[config.mk]
export PLATFORM = sky130hd
export DESIGN_NAME = ser_deframer
export DESIGN_NICKNAME = d
export VERILOG_FILES = /design/src/rtl/ser_deframer.sv
export SDC_FILE = /design/constraint.sdc
export NUM_CORES = 1
export LEC_CHECK = 0
export CORE_ASPECT_RATIO = 1.4
export CORE_MARGIN = 2
export CORE_UTILIZATION = 50
export DETAILED_ROUTE_END_ITERATION = 6
export PLACE_DENSITY = 0.79
export SETUP_SLACK_MARGIN = 0.02
export SYNTH_ARGS = -nofsm -noshare
export SYNTH_HDL_FRONTEND = slang
export SYNTH_SLANG_ARGS = --single-unit
[constraint.sdc]
create_clock -name fast_clk -period 7.3 [get_ports fast_clk]
set_input_delay 1.825 -clock fast_clk [delete_from_list [all_inputs] [get_ports fast_clk]]
set_output_delay 1.825 -clock fast_clk [all_outputs]
set_load 0.03 [all_outputs]
[src/rtl/ser_deframer.sv]
// ser_deframer: serial-to-word deframer on the bit clock fast_clk.
// Hunts for the SYNC_IN framing strobe, verifies LOCK_COUNT correctly placed
// syncs, then delivers 8-bit words (LSB received first) with a one-cycle
// word_valid strobe.
// Optional feature macro: DEFRAMER_ERR_CNT_EN builds the saturating sync
// error counter; without it err_count is tied to zero.
//
// Handshake: word_valid is a one-cycle strobe with no back-pressure. The
// consumer takes sample_word in the cycle word_valid is high; sample_word then
// holds until the next strobe.
module ser_deframer #(
    parameter int SYNC_PERIOD = 1,
    parameter int LOCK_COUNT  = 4
) (
    input  logic        fast_clk,
    input  logic        rst_n,
    input  logic        DATA_IN,
    input  logic        SYNC_IN,
    output logic [7:0]  sample_word,
    output logic        word_valid,
    output logic        locked,
    output logic        sync_err,
    output logic [15:0] err_count,
    output logic [1:0]  state_dbg_o
);

    localparam int WCNT_W = (SYNC_PERIOD > 1) ? $clog2(SYNC_PERIOD) : 1;
    localparam int GOOD_W = $clog2(LOCK_COUNT + 1);
    localparam logic [WCNT_W-1:0] WCNT_MAX  = WCNT_W'(SYNC_PERIOD - 1);
    localparam logic [GOOD_W-1:0] GOOD_LOCK = GOOD_W'(LOCK_COUNT);
    localparam logic [GOOD_W-1:0] GOOD_ONE  = GOOD_W'(1);

    typedef enum logic [1:0] {
        ST_HUNT   = 2'd0,
        ST_VERIFY = 2'd1,
        ST_LOCKED = 2'd2
    } state_e;

    state_e            state_q, state_d;
    logic [2:0]        bit_cnt_q, bit_cnt_d;
    logic [WCNT_W-1:0] word_cnt_q, word_cnt_d;
    logic [GOOD_W-1:0] good_cnt_q, good_cnt_d;
    // Bits 0..6 of the word in flight; bit 7 is taken straight from DATA_IN.
    logic [6:0]        shift_q, shift_d;
    logic [7:0]        sample_word_q;
    logic              word_valid_q;
    logic              sync_err_q;
    logic              err_d;
    logic              deliver;

    logic              boundary;
    logic              sync_exp;
    logic              last_bit;

    assign boundary = (bit_cnt_q == 3'd0);
    assign sync_exp = boundary && (word_cnt_q == '0);
    assign last_bit = (bit_cnt_q == 3'd7);

    // Next-state, counter and framing-error decode for the alignment FSM.
    always_comb begin
        state_d    = state_q;
        bit_cnt_d  = bit_cnt_q + 3'd1;
        word_cnt_d = word_cnt_q;
        good_cnt_d = good_cnt_q;
        shift_d    = shift_q;
        err_d      = 1'b0;
        deliver    = 1'b0;

        if (last_bit) begin
            word_cnt_d = (word_cnt_q == WCNT_MAX) ? '0 : word_cnt_q + 1'b1;
        end
        if (!last_bit) begin
            shift_d[bit_cnt_q] = DATA_IN;
        end

        case (state_q)
            ST_HUNT: begin
                // Counters idle at zero until a sync shows up; that bit is bit 0.
                bit_cnt_d  = 3'd0;
                word_cnt_d = '0;
                good_cnt_d = '0;
                if (SYNC_IN) begin
                    state_d    = ST_VERIFY;
                    bit_cnt_d  = 3'd1;
                    good_cnt_d = GOOD_ONE;
                end
            end

            ST_VERIFY: begin
                if (sync_exp) begin
                    if (SYNC_IN) begin
                        good_cnt_d = good_cnt_q + GOOD_ONE;
                        if (good_cnt_q + GOOD_ONE == GOOD_LOCK) begin
                            state_d = ST_LOCKED;
                        end
                    end else begin
                        err_d      = 1'b1;
                        state_d    = ST_HUNT;
                        bit_cnt_d  = 3'd0;
                        word_cnt_d = '0;
                        good_cnt_d = '0;
                    end
                end else if (SYNC_IN) begin
                    // Slip: this bit becomes bit 0 of a fresh verification run.
                    err_d      = 1'b1;
                    bit_cnt_d  = 3'd1;
                    word_cnt_d = '0;
                    good_cnt_d = GOOD_ONE;
                end
            end

            ST_LOCKED: begin
                if (sync_exp && !SYNC_IN) begin
                    // The word that just finished was already delivered.
                    err_d      = 1'b1;
                    state_d    = ST_HUNT;
                    bit_cnt_d  = 3'd0;
                    word_cnt_d = '0;
                    good_cnt_d = '0;
                end else if (!sync_exp && SYNC_IN) begin
                    // Slip: the partial word is abandoned, even at bit 7.
                    err_d      = 1'b1;
                    state_d    = ST_VERIFY;
                    bit_cnt_d  = 3'd1;
                    word_cnt_d = '0;
                    good_cnt_d = GOOD_ONE;
                end else if (last_bit) begin
                    deliver = 1'b1;
                end
            end

            default: begin
                state_d    = ST_HUNT;
                bit_cnt_d  = 3'd0;
                word_cnt_d = '0;
                good_cnt_d = '0;
            end
        endcase
    end

    // State, counters, shift register and registered outputs.
    always_ff @(posedge fast_clk) begin
        if (!rst_n) begin
            state_q       <= ST_HUNT;
            bit_cnt_q     <= 3'd0;
            word_cnt_q    <= '0;
            good_cnt_q    <= '0;
            shift_q       <= 7'd0;
            sample_word_q <= 8'd0;
            word_valid_q  <= 1'b0;
            sync_err_q    <= 1'b0;
        end else begin
            state_q      <= state_d;
            bit_cnt_q    <= bit_cnt_d;
            word_cnt_q   <= word_cnt_d;
            good_cnt_q   <= good_cnt_d;
            shift_q      <= shift_d;
            word_valid_q <= deliver;
            sync_err_q   <= err_d;
            if (deliver) begin
                sample_word_q <= {DATA_IN, shift_q};
            end
        end
    end

`ifdef DEFRAMER_ERR_CNT_EN
    logic [15:0] err_cnt_q;

    // Saturating count of framing errors.
    always_ff @(posedge fast_clk) begin
        if (!rst_n) begin
            err_cnt_q <= 16'h0000;
        end else if (err_d && (err_cnt_q != 16'hFFFF)) begin
            err_cnt_q <= err_cnt_q + 16'h0001;
        end
    end

    assign err_count = err_cnt_q;
`else
    assign err_count = 16'h0000;
`endif

    assign sample_word = sample_word_q;
    assign word_valid  = word_valid_q;
    assign sync_err    = sync_err_q;
    assign locked      = (state_q == ST_LOCKED);
    assign state_dbg_o = state_q;

endmodule

# --- After elaboration in Yosys (flattened, before gate mapping) ---
# Index checks and enable logic that the tools add are counted.
word_totals:
  ff_bits: 26
  in_bits: 4
  output_inout_bits: 29
  wordCells: 74
classes:
  addsub: 3
  n_lt_le_gt_ge: 2
  n_eq_ne: 9
  mux: 41
  bitwise: 1
  n_reduce_logical: 10
ops:
  columns: ["cell", "count"]
  rows:
  - ["3-bit 2-to-1 mux", 10]
  - ["1-bit 2-to-1 mux", 18]
  - ["3-bit one-hot mux with 3 select lines", 2]
  - ["2-bit 2-to-1 mux", 6]
  - ["7-bit bitwise mux", 1]
  - ["3-bit by 1-bit adder with 3-bit output, second input constant", 2]
  - ["3-bit == test, second input constant", 2]
  - ["3-bit inequality test, second input constant", 2]
  - ["2-bit one-hot mux with 3 select lines", 1]
  - ["1-bit logical AND", 4]
  - ["3-bit by 4-bit less-than comparator with 1-bit output, second input constant", 1]
  - ["2-bit inequality test, second input constant", 2]
  - ["1-bit one-hot mux with 2 select lines", 2]
  - ["4-bit AND reduction", 1]
  - ["1-bit demux with 3-bit select", 1]
  - ["3-bit by 1-bit greater-or-equal comparator with 1-bit output, second input constant", 1]
  - ["3-bit logical NOT", 1]
  - ["3-bit by 1-bit inequality test with 1-bit output, second input constant", 1]
  - ["2-bit by 1-bit == test with 1-bit output, second input constant", 1]
  - ["2-bit == test, second input constant", 1]
  - ["1-bit logical NOT", 2]
  - ["2-bit logical NOT", 1]
  - ["2-bit AND reduction", 1]
  - ["1-bit adder, second input constant", 1]
  - ["1-bit inverter", 1]

# --- Longest topological paths before layout ---
# Gate-level depths: netlist of run 1.
logic_depth:
  ltp_word: 7
  ltp_mapped: 11
  mapped_depth_nobuf: 9

# --- Least setup slack after synthesis of run 1 ---
# Ideal clock, no wire load.
synth_timing:
  kind: "input-to-reg"
  startpoint: "in SYNC_IN"
  endpoint: "reg sample_word_q[7] (netlist: sample_word[7])"
  setup_time_ps: 76
  t_arrival_ps: 3127
  required_ps: 7224
  slack_ps: 4098
  cell_stages: 7
  n_path_buf: 1
  cell_sequence: "inv_1 ha_1 nor3b_2 and2_1 clkbuf_1 nand2_1 a21boi_0"
synth_via:
  elab_chain_len: 4
  elab_cells_between_ends: 6
  classes_between: "mux (3); reduce/logical (3)"
synth_lines:
  columns: ["item", "line", "text"]
  rows:
  - ["start: declaration", "18", "input logic SYNC_IN,"]
  - ["1-bit logical AND or 1-bit logical NOT (tied branches)", "120, 113", null]
  - ["1-bit 2-to-1 mux or 1-bit logical AND (tied branches)", "120, 113", null]
  - ["1-bit 2-to-1 mux (*)", "113", "if (sync_exp && !SYNC_IN) begin"]
  - ["1-bit 2-to-1 mux (*)", "76", "case (state_q)"]
  - ["end signal: assignment", "161", "sample_word_q <= {DATA_IN, shift_q};"]
  - ["end: declaration", "45", "logic [7:0] sample_word_q;"]
# Mark *: on every way between the ends. The rest lies on a longest branch, timed or not.
# A chain may end at the register's enable or synchronous reset.

# --- Worst setup path in the final report of run 1 ---
layout_timing:
  startpoint: "in SYNC_IN"
  endpoint: "reg sample_word_q[6] (netlist: sample_word[6])"
# The elaborated chain is that of the path after synthesis.

==> results by group, run 1 <==
Finish
  – Final Util: 57.8%
  – Ant. Diodes: 0
  – Non-Filler Instances: 216
  – Fin nets: 196
  – FF/Latch Area: 520 um2
  – FILL cells: 267
  – Multi-input gate area: 825 um2
  – Layout cell share with drive strength beyond 1: 3.91%
  – Area delta synth->final: 11.2%

Timing
  – Max Freq: 267 MHz
  – Share of the clock period used by the worst path: 51.3%
  – Final Skew: 0.00219 ns
  – RSZ-0062 raised after global routing: no
  – Crit path time final: 3.74 ns
  – Final setup TNS: 0 ns
  – Max-slew violations: 0
  – Hold_ws: 0.475 ns
  – Final hold vios: 0
  – Rel. slew slack: 57.3%
  – # setup viols final: 0
  – Worst-margin pin slew: 0.638 ns

Critical path
  – Crit path from: SYNC_IN
  – Worst reg2reg startpoint: bit_cnt_q[0]$_SDFF_PN0_
  – Critical path peak fanout: 8
  – Crit-path slowest cell: clkdlybuf4s50_1
  – Crit path launch type: input port
  – Slowest stage delay, CP: 0.60 ns
  – Worst path cell trace: clkdlybuf4s50_1 -> inv_1 -> ha_1 -> nor3b_2 -> and2_1 -> nand2_1 -> a21boi_0
  – Critical path class: in -> reg
  – Critical Path Sink Type: flip-flop
  – Crit path DAT: 3.94 ns
  – Worst EP required: 7.50 ns

Floorplanning
  – Die width: 49.8 um
  – Io pins: 33
  – Starting density of the core: 52.0%
  – Row count: 23
  – Core Box Area: 2820 um2
  – Die H: 68.1 um
  – Die area: 3390 um2

CTS
  – CTS tree: done
  – CTS clock-pin slew for the worst setup and hold paths: 0.09 ns
  – Clk sink count: 26
  – Root buffer cell: clkbuf_8
  – Hold buffer count at CTS: 0
  – Longest Clk Path Bufs: 2
  – Post-CTS Setup Repair Bufs: 0
  – Post-CTS sizing: 0
  – Worst-Skew Late Latency: 0.27 ns
  – CTS buffer count: 3
  – H-tree depth: 1

Detailed routing
  – Wire per inst: 12.3 um
  – DRT iter0 DRCs: 30
  – Antenna Nets Post-Route: 0
  – TritonRoute pass-1 iters: 4
  – Via density: 5.06
  – Drt total wl: 2660 um
  – Residual DRC count: 0
  – Via count: 1094

Run status
  – Status: finished, final reports clean

Global route
  – GRT Util Overall: 17.2%
  – Initial antenna violation count: 0
  – GRT Residual Overflow: 0
  – Largest net degree at the start of global routing: 24
  – Number of global-route vias before repair: 1051
  – First-pass GRT wire length: 4490 um

Placed design
  – Dpl cells: 212
  – GPL Wtd Cong: 0.885
  – Detailed Place HPWL: 2050 um
  – Input/output buffers: 16

Logic synthesis
  – Synth Instances: 167
  – Synth area leader: dfxtp_1
  – Mapped cell area: 1470 um2
  – Synth warn: 0
  – Top cell type's share of synthesized area: 35.5%
  – FFs w/ async S/R, synth: 0%
  – Sequential cell area fraction in the yosys report: 35.5%
  – Netlist cell types: 33
  – Ys flop type: dfxtp_1
  – Number of flops mapped to enable cells by yosys: 0
  – Synth top area cells: dfxtp_1 36%, ha_1 10%, buf_4 8.2%, nand2_1 6.9%, a21boi_0 5.6%
  – Syn_area_per_cell: 8.77 um2
  – Seq cells post-synth: 26

Pwr
  – Tot Pwr: 384 uW
  – Leak Pwr: 0.647 nW
  – PD cells: 236 nW/um2
  – Max VDD drop: 0.157 mV

Run
  – Max-capacitance violation count: 0

Worst hold path
  – Min-delay src: sample_word[2]$_SDFFE_PN0P_
  – Min-Delay Path Class: reg -> reg
## cell families (layout without fill, tap and decap cells)
family	after synthesis	count (layout)	synth area share [%]
adder cells (fa/ha/maj)	13	13	10.9
AND/OR/NAND/NOR	65	65	22.6
buffers and inverters	29	26	12.0
XOR/XNOR	2	2	1.20
other	1	16	0.256
multiplexers	8	8	5.47
flip-flops	26	26	35.5
AO/OA/AOI/OAI	23	23	12.0
## flip-flops by register name, summed over array words and instances (netlist names)
| signal | count |
|---|---|
| shift_q | 7 |
| word_cnt_q | 1 |
| sync_err | 1 |
| sample_word | 8 |
| word_valid | 1 |
| good_cnt_q | 3 |
| state_dbg_o | 2 |
| bit_cnt_q | 3 |
## cell usage in the layout, fill, tap and decap left out
cell type	count
nand2_1	27
dfxtp_1	26
conb_1	16
clkdlybuf4s50_1	16
ha_1	12
a21boi_0	11
nor2b_1	10
mux2i_1	8
nor3_1	7
inv_1	6
nor2_1	5
a21oi_1	4
o21ai_0	4
clkbuf_8	4
nand3_1	3
nand2b_1	3
nor4_1	2
or3b_1	1
nor3b_2	1
nor4b_1	1
a21o_1	1
nand4b_1	1
and2_1	1
and3_1	1
and2_4	1
o21a_1	1
xor2_1	1
a2111oi_4	1
xnor2_1	1
maj3_1	1
a222oi_1	1
or2b_1	1
## synthesized netlist by cell type (all sizes together), types with 2 or more instances
cell,n
nand2,27
dfxtp,26
buf,17
ha,12
a21boi,11
nor2b,10
mux2i,8
nor3,7
clkbuf,6
inv,6
nor2,5
a21oi,4
o21ai,4
nand2b,3
nand3,3
and2,2
nor4,2
## critical path: cells and delay by family
kind / cells / cell delay, ns
AOI/OAI and AO/OA: 1 / 0.15
adders and majority gates: 1 / 0.26
buffers and inverters: 2 / 0.79
and+or+nand+nor: 3 / 0.91
## path summary, 6_finish.rpt
check | depth (start not counted) | end | slack [ns]
setup / recovery | 7 | sample_word[6]$_SDFFE_PN0P_ | 3.56
hold / removal | 2 | sample_word[2]$_SDFFE_PN0P_ | 0.47
setup reg to reg | 9 | sample_word[6]$_SDFFE_PN0P_ | 4.72
hold reg to reg | 2 | sample_word[2]$_SDFFE_PN0P_ | 0.47
## layer usage
layer	up-vias	wire (um)	GRT usage (%)
li1	551	-	-
met1	504	1040	17.7
met2	29	1450	34.0
met3	10	88	1.53
met4	0	83	9.38
met5	-	0	0
## through the flow
| step | cell area, um2 | setup WS (ns) |
|---|---|---|
| after floorplan | 1520 | 4.10 |
| after global placement | 1570 | 3.41 |
| after detailed placement | 1570 | 3.29 |
| after CTS | 1630 | 3.57 |
| after global routing | 1630 | 3.34 |
| final | 1630 | 3.56 |
## where the power goes
| part | total [mW] | internal (mW) | leakage [nW] | switching [mW] |
|---|---|---|---|---|
| sequential | 0.164 | 0.152 | 0.211 | 0.0122 |
| combinational | 0.128 | 0.0505 | 0.408 | 0.0776 |
| clock | 0.0924 | 0.0482 | 0.0288 | 0.0442 |
## area by class of cell
cell class / instances / area share [%]
clock buffer: 4 / 3.38
tap: 37 / 2.84
inverter: 6 / 1.38
sequential: 26 / 32.0
timing repair buffer: 16 / 9.83
multi-input combinational: 127 / 50.6
No activity file was read; power rests on OpenSTA's default activity.
==> run 2: changes to the inputs <==
Settings changed: CORE_UTILIZATION 50 to 45, PLACE_DENSITY 0.79 to 0.76.
Clock period 7.3 ns to 3.1 ns, I/O delays scaled along.
==> run 2 against run 1 <==
Sequential power grew 130%. Flip-flop and latch count is the same. Sequential share of layout area decreased by 0.34 points. Via count down 2.3%. Register-to-register slack worse by 4.0 ns. Largest power group unchanged. Total power rose by 140%. Final cell count is 1.9% higher.
==> results by group, run 2 (synthesized netlist as in run 1, its figures left out) <==
Detailed routing
  – TritonRoute pass-1 iters: 4
  – Drt total wl: 2610 um
  – Via count: 1069
  – Antenna Nets Post-Route: 0
  – DRT iter0 DRCs: 33
  – Residual DRC count: 0
  – Wire per inst: 11.9 um
  – Via density: 4.86

Timing
  – Final hold vios: 0
  – Share of the clock period used by the worst path: 79.2%
  – Final Skew: 0.00336 ns
  – Hold_ws: 0.466 ns
  – Final setup TNS: 0 ns
  – Crit path time final: 2.45 ns
  – RSZ-0062 raised after global routing: no
  – # setup viols final: 0
  – Max Freq: 408 MHz
  – Max-slew violations: 0

Floorplanning
  – Core Box Area: 3120 um2
  – Io pins: 33
  – Die width: 52.2 um
  – Die area: 3730 um2
  – Starting density of the core: 46.9%
  – Die H: 71.5 um
  – Row count: 24

CTS
  – Hold buffer count at CTS: 0
  – Clk sink count: 26
  – Worst-Skew Late Latency: 0.26 ns
  – Longest Clk Path Bufs: 2
  – CTS clock-pin slew for the worst setup and hold paths: 0.09 ns
  – Post-CTS sizing: 0
  – Root buffer cell: clkbuf_8
  – Post-CTS Setup Repair Bufs: 0
  – CTS tree: done
  – H-tree depth: 1
  – CTS buffer count: 3

Finish
  – Area delta synth->final: 12.4%
  – Fin nets: 198
  – Fin area: 1650 um2
  – Most frequent cells in the layout: 27 x nand2_1, 26 x dfxtp_1, 16 x conb_1, 16 x clkdlybuf4s50_1, 12 x ha_1
  – Ant. Diodes: 0
  – Commonest non-fill, non-tap cell in the layout: nand2_1
  – Layout cell share with drive strength beyond 1: 4.97%
  – Max reg flops: 8

Pwr
  – Switching share of power: 34.6%
  – Max VDD drop: 0.384 mV
  – Leak Pwr: 0.658 nW
  – Clock power share: 23.7%
  – PD cells: 549 nW/um2
  – Share of power burned in registers: 42.6%
  – P_int: 591 uW
  – Comb pwr share: 33.6%
  – NetSw: 313 uW

Global route
  – GRT Residual Overflow: 0
  – Met2 Track Usage GR: 27.8%
  – Initial antenna violation count: 0
  – GR peak layer: met2
  – Number of global-route vias before repair: 1006
  – Met1 Use GR: 16.2%
  – Met3 Resource Use GR: 1.88%
  – First-pass GRT wire length: 4200 um
  – Largest net degree at the start of global routing: 20
  – GRT Util Overall: 14.4%

Run status
  – Status: finished, final reports clean

Run
  – Max-capacitance violation count: 0

Placed design
  – Input/output buffers: 16
  – DP Area: 1590 um2
  – GPL Wtd Cong: 0.898
  – Detailed Place HPWL: 2050 um

Critical path
  – Critical path peak fanout: 7
  – Crit path DAT: 2.64 ns
  – Critical Path Sink Type: flip-flop
  – Critical path class: in -> reg
  – Crit path launch type: input port
  – Worst EP required: 3.29 ns

Worst hold path
  – Min-Delay Path Class: reg -> reg
==> run 2: changes by cell type in the layout (fill, tap and decap cells not counted), sizes merged <==
cell / previous run / this run
buf: 0 / 2
==> run 2: power groups by stage <==
stage	Clock (mW)	Sequential (mW)	Combinational (mW)
floorplan	0	0.403	0.242
global placement	0	0.391	0.293
detailed placement	0	0.394	0.301
CTS	0.221	0.386	0.303
global route	0.232	0.390	0.327
finish	0.215	0.385	0.304
==> run 2: worst paths after layout <==
path	startpoint	endpoint	slack, ns	cells past startpoint
setup / recovery	SYNC_IN	good_cnt_q[2]$_SDFFE_PN0P_	0.65	8
hold / removal	sample_word[1]$_SDFFE_PN0P_	sample_word[1]$_SDFFE_PN0P_	0.47	2
setup reg to reg	bit_cnt_q[0]$_SDFF_PN0_	state_dbg_o[1]$_SDFFE_PN0P_	0.71	9
hold reg to reg	sample_word[1]$_SDFFE_PN0P_	sample_word[1]$_SDFFE_PN0P_	0.47	2
==> run 2: critical path: stages <==
cell and delay (ns):
clkdlybuf4s50_1 0.60, inv_1 0.19, ha_1 0.27, nor3b_2 0.21
buf_4 0.20, a21o_1 0.13, o21ai_0 0.12, a21boi_0 0.16
==> run 2: stage by stage <==
step / util [%] / setup WS, ns / power (mW) / std cells
2_1_floorplan: - / 0.792 / 0.645 / 182
3_3_place_gp: 51.0 / 0.479 / 0.684 / 216
3_5_place_dp: 51.0 / 0.391 / 0.694 / 216
4_1_cts: 52.7 / 0.652 / 0.910 / 220
5_1_grt: 52.7 / 0.489 / 0.948 / 220
6_report: 52.7 / 0.646 / 0.904 / 220
==> run 2: metal layers <==
metal  part of all wire, %  routed length (um)  vias to the layer above
met2                    56                1470                       23
met3                   3.3                  85                        2
met5                     0                   0                        -
met4                  0.54                  14                        0
met1                    40                1040                      490
li1                      -                   -                      554
==> run 2: area by class of cell <==
cell class              count  area (um2)
repair buffers             18         175
clock buffers               4        55.1
inverters                   6        22.5
well taps                  39        48.8
multi-input cells         127         825
fillers                   305        1480
flip-flops and latches     26         520
==> run 3: changes to the inputs <==
Settings changed: CORE_UTILIZATION 45 to 49, PLACE_DENSITY 0.76 to 0.78.
Clock period 3.1 ns to 2.31 ns, I/O delays scaled along.
==> run 3 against run 2 <==
Critical path depth is 1 higher. Non-clock buffer count increased by 4. Clock-buffer cell count is the same. Die area shrank 7.6%. Register-to-register slack lost 0.53 ns. Routed wire length grew 9.8%. Critical path type is now reg -> reg. Largest cell class unchanged.
==> results by group, run 3 (synthesized netlist as in run 1, its figures left out) <==
Detailed routing
  – Antenna Nets Post-Route: 0
  – Via density: 5.23
  – TritonRoute pass-1 iters: 5
  – Via count: 1160
  – Wire per inst: 12.9 um
  – DRT iter0 DRCs: 26
  – Residual DRC count: 0
  – Drt total wl: 2870 um

Floorplanning
  – Die area: 3450 um2
  – Io pins: 33
  – Starting density of the core: 51.4%
  – Row count: 23
  – Die H: 68.7 um
  – Core Box Area: 2850 um2
  – Die width: 50.2 um

Placed design
  – Input/output buffers: 16
  – Detailed Place HPWL: 2060 um
  – Pre-CTS worst setup slack: -0.0197 ns
  – GPL Wtd Cong: 0.927
  – DP Area: 1630 um2

Critical path
  – Worst reg2reg startpoint: bit_cnt_q[1]$_SDFF_PN0_
  – Critical path's top delay family: simple AND/OR/NAND/NOR gates
  – Slowest stage delay, CP: 0.40 ns
  – Critical path peak fanout: 7
  – Worst EP required: 2.51 ns
  – Critical Path Sink Type: flip-flop
  – Crit path from: bit_cnt_q[1]$_SDFF_PN0_
  – Critical path class: reg -> reg
  – CP bufs+invs: 3
  – Crit path DAT: 2.34 ns
  – Crit path launch type: flip-flop
  – Worst path cell trace: inv_1 -> ha_1 -> or3b_1 -> inv_1 -> ha_1 -> nor3b_4 -> buf_4 -> a2111oi_4 -> mux2i_1
  – Crit-path slowest cell: or3b_1

Global route
  – First-pass GRT wire length: 4490 um
  – Largest net degree at the start of global routing: 23
  – Number of global-route vias before repair: 1108
  – GRT Residual Overflow: 0
  – GRT Util Overall: 16.9%
  – Initial antenna violation count: 0

Finish
  – Max reg flops: 8
  – Layout cell share with drive strength beyond 1: 8.65%
  – Fin area: 1690 um2
  – Ant. Diodes: 0
  – Commonest non-fill, non-tap cell in the layout: nand2_1
  – Area delta synth->final: 15.3%
  – Final Util: 59.3%
  – FILL cells: 252
  – Fin nets: 202
  – Most frequent cells in the layout: 27 x nand2_1, 25 x dfxtp_1, 16 x conb_1

Pwr
  – Max VDD drop: 0.529 mV
  – PD cells: 740 nW/um2
  – Leak Pwr: 0.697 nW
  – Tot Pwr: 1.25 mW

Worst hold path
  – Min-delay src: shift_q[4]$_SDFFE_PN0P_
  – Min-Delay Path Class: reg -> reg

Timing
  – Slack of the critical path: 0.176 ns
  – Final Skew: 0.00306 ns
  – Max-slew violations: 0
  – Crit path time final: 2.13 ns
  – Max Freq: 469 MHz
  – Share of the clock period used by the worst path: 92.4%
  – RSZ-0062 raised after global routing: no
  – Final setup TNS: 0 ns
  – Final hold vios: 0
  – # setup viols final: 0

CTS
  – Longest Clk Path Bufs: 2
  – CTS clock-pin slew for the worst setup and hold paths: 0.09 ns
  – Worst-Skew Late Latency: 0.27 ns
  – CTS buffer count: 3
  – CTS tree: done
  – H-tree depth: 1
  – Hold buffer count at CTS: 0
  – Root buffer cell: clkbuf_8
  – Clk sink count: 26

Run status
  – Status: finished, final reports clean

Run
  – Max-capacitance violation count: 0
run 3: through the flow:
stage                     std cells  hold slack (ns)
after floorplan                 182            0.437
final                           222            0.466
after global placement          218            0.451
after CTS                       222            0.469
after detailed placement        218            0.455
after global routing            222            0.490
run 3: area by class of cell:
class	instances	area, um2	area share (%)
clock buffers	4	55.1	3.26
flip-flops and latches	26	522	30.9
repair buffers	22	208	12.3
multi-input cells	127	836	49.5
inverters	6	22.5	1.33
well taps	37	46.3	2.74
run 3: worst paths after layout:
kind                                 endpoint  slack [ns]  depth (start not counted)
hold / removal    sample_word[4]$_SDFFE_PN0P_        0.47                          2
hold reg to reg   sample_word[4]$_SDFFE_PN0P_        0.47                          2
setup reg to reg  state_dbg_o[0]$_SDFFE_PN0P_        0.18                          9
setup / recovery  state_dbg_o[0]$_SDFFE_PN0P_        0.18                          9
run 3: tightest hold or removal path: stages, from the launching register on:
cell,delay [ns]
dfxtp_1,0.32
nand2_1,0.05
a21boi_0,0.06
run 3: timing repair:
item,in CTS,in global routing
buffers inserted,0,0
hold endpoints to repair,0,0
resized for setup,0,4
endpoints found under the setup margin,0,9
run 3: layer usage:
metal	GRT usage (%)	up-vias	routed length, um
met2	35.2	39	1650
met4	9.03	0	57
met1	15.8	554	1080
li1	-	558	-
met3	1.51	9	87
met5	0	-	0
run 3: report_power, final:
group	leakage (nW)	internal, mW	total (mW)	switching (mW)
registers	0.211	0.479	0.509	0.0292
logic	0.458	0.183	0.447	0.264
clock network	0.0288	0.152	0.293	0.141
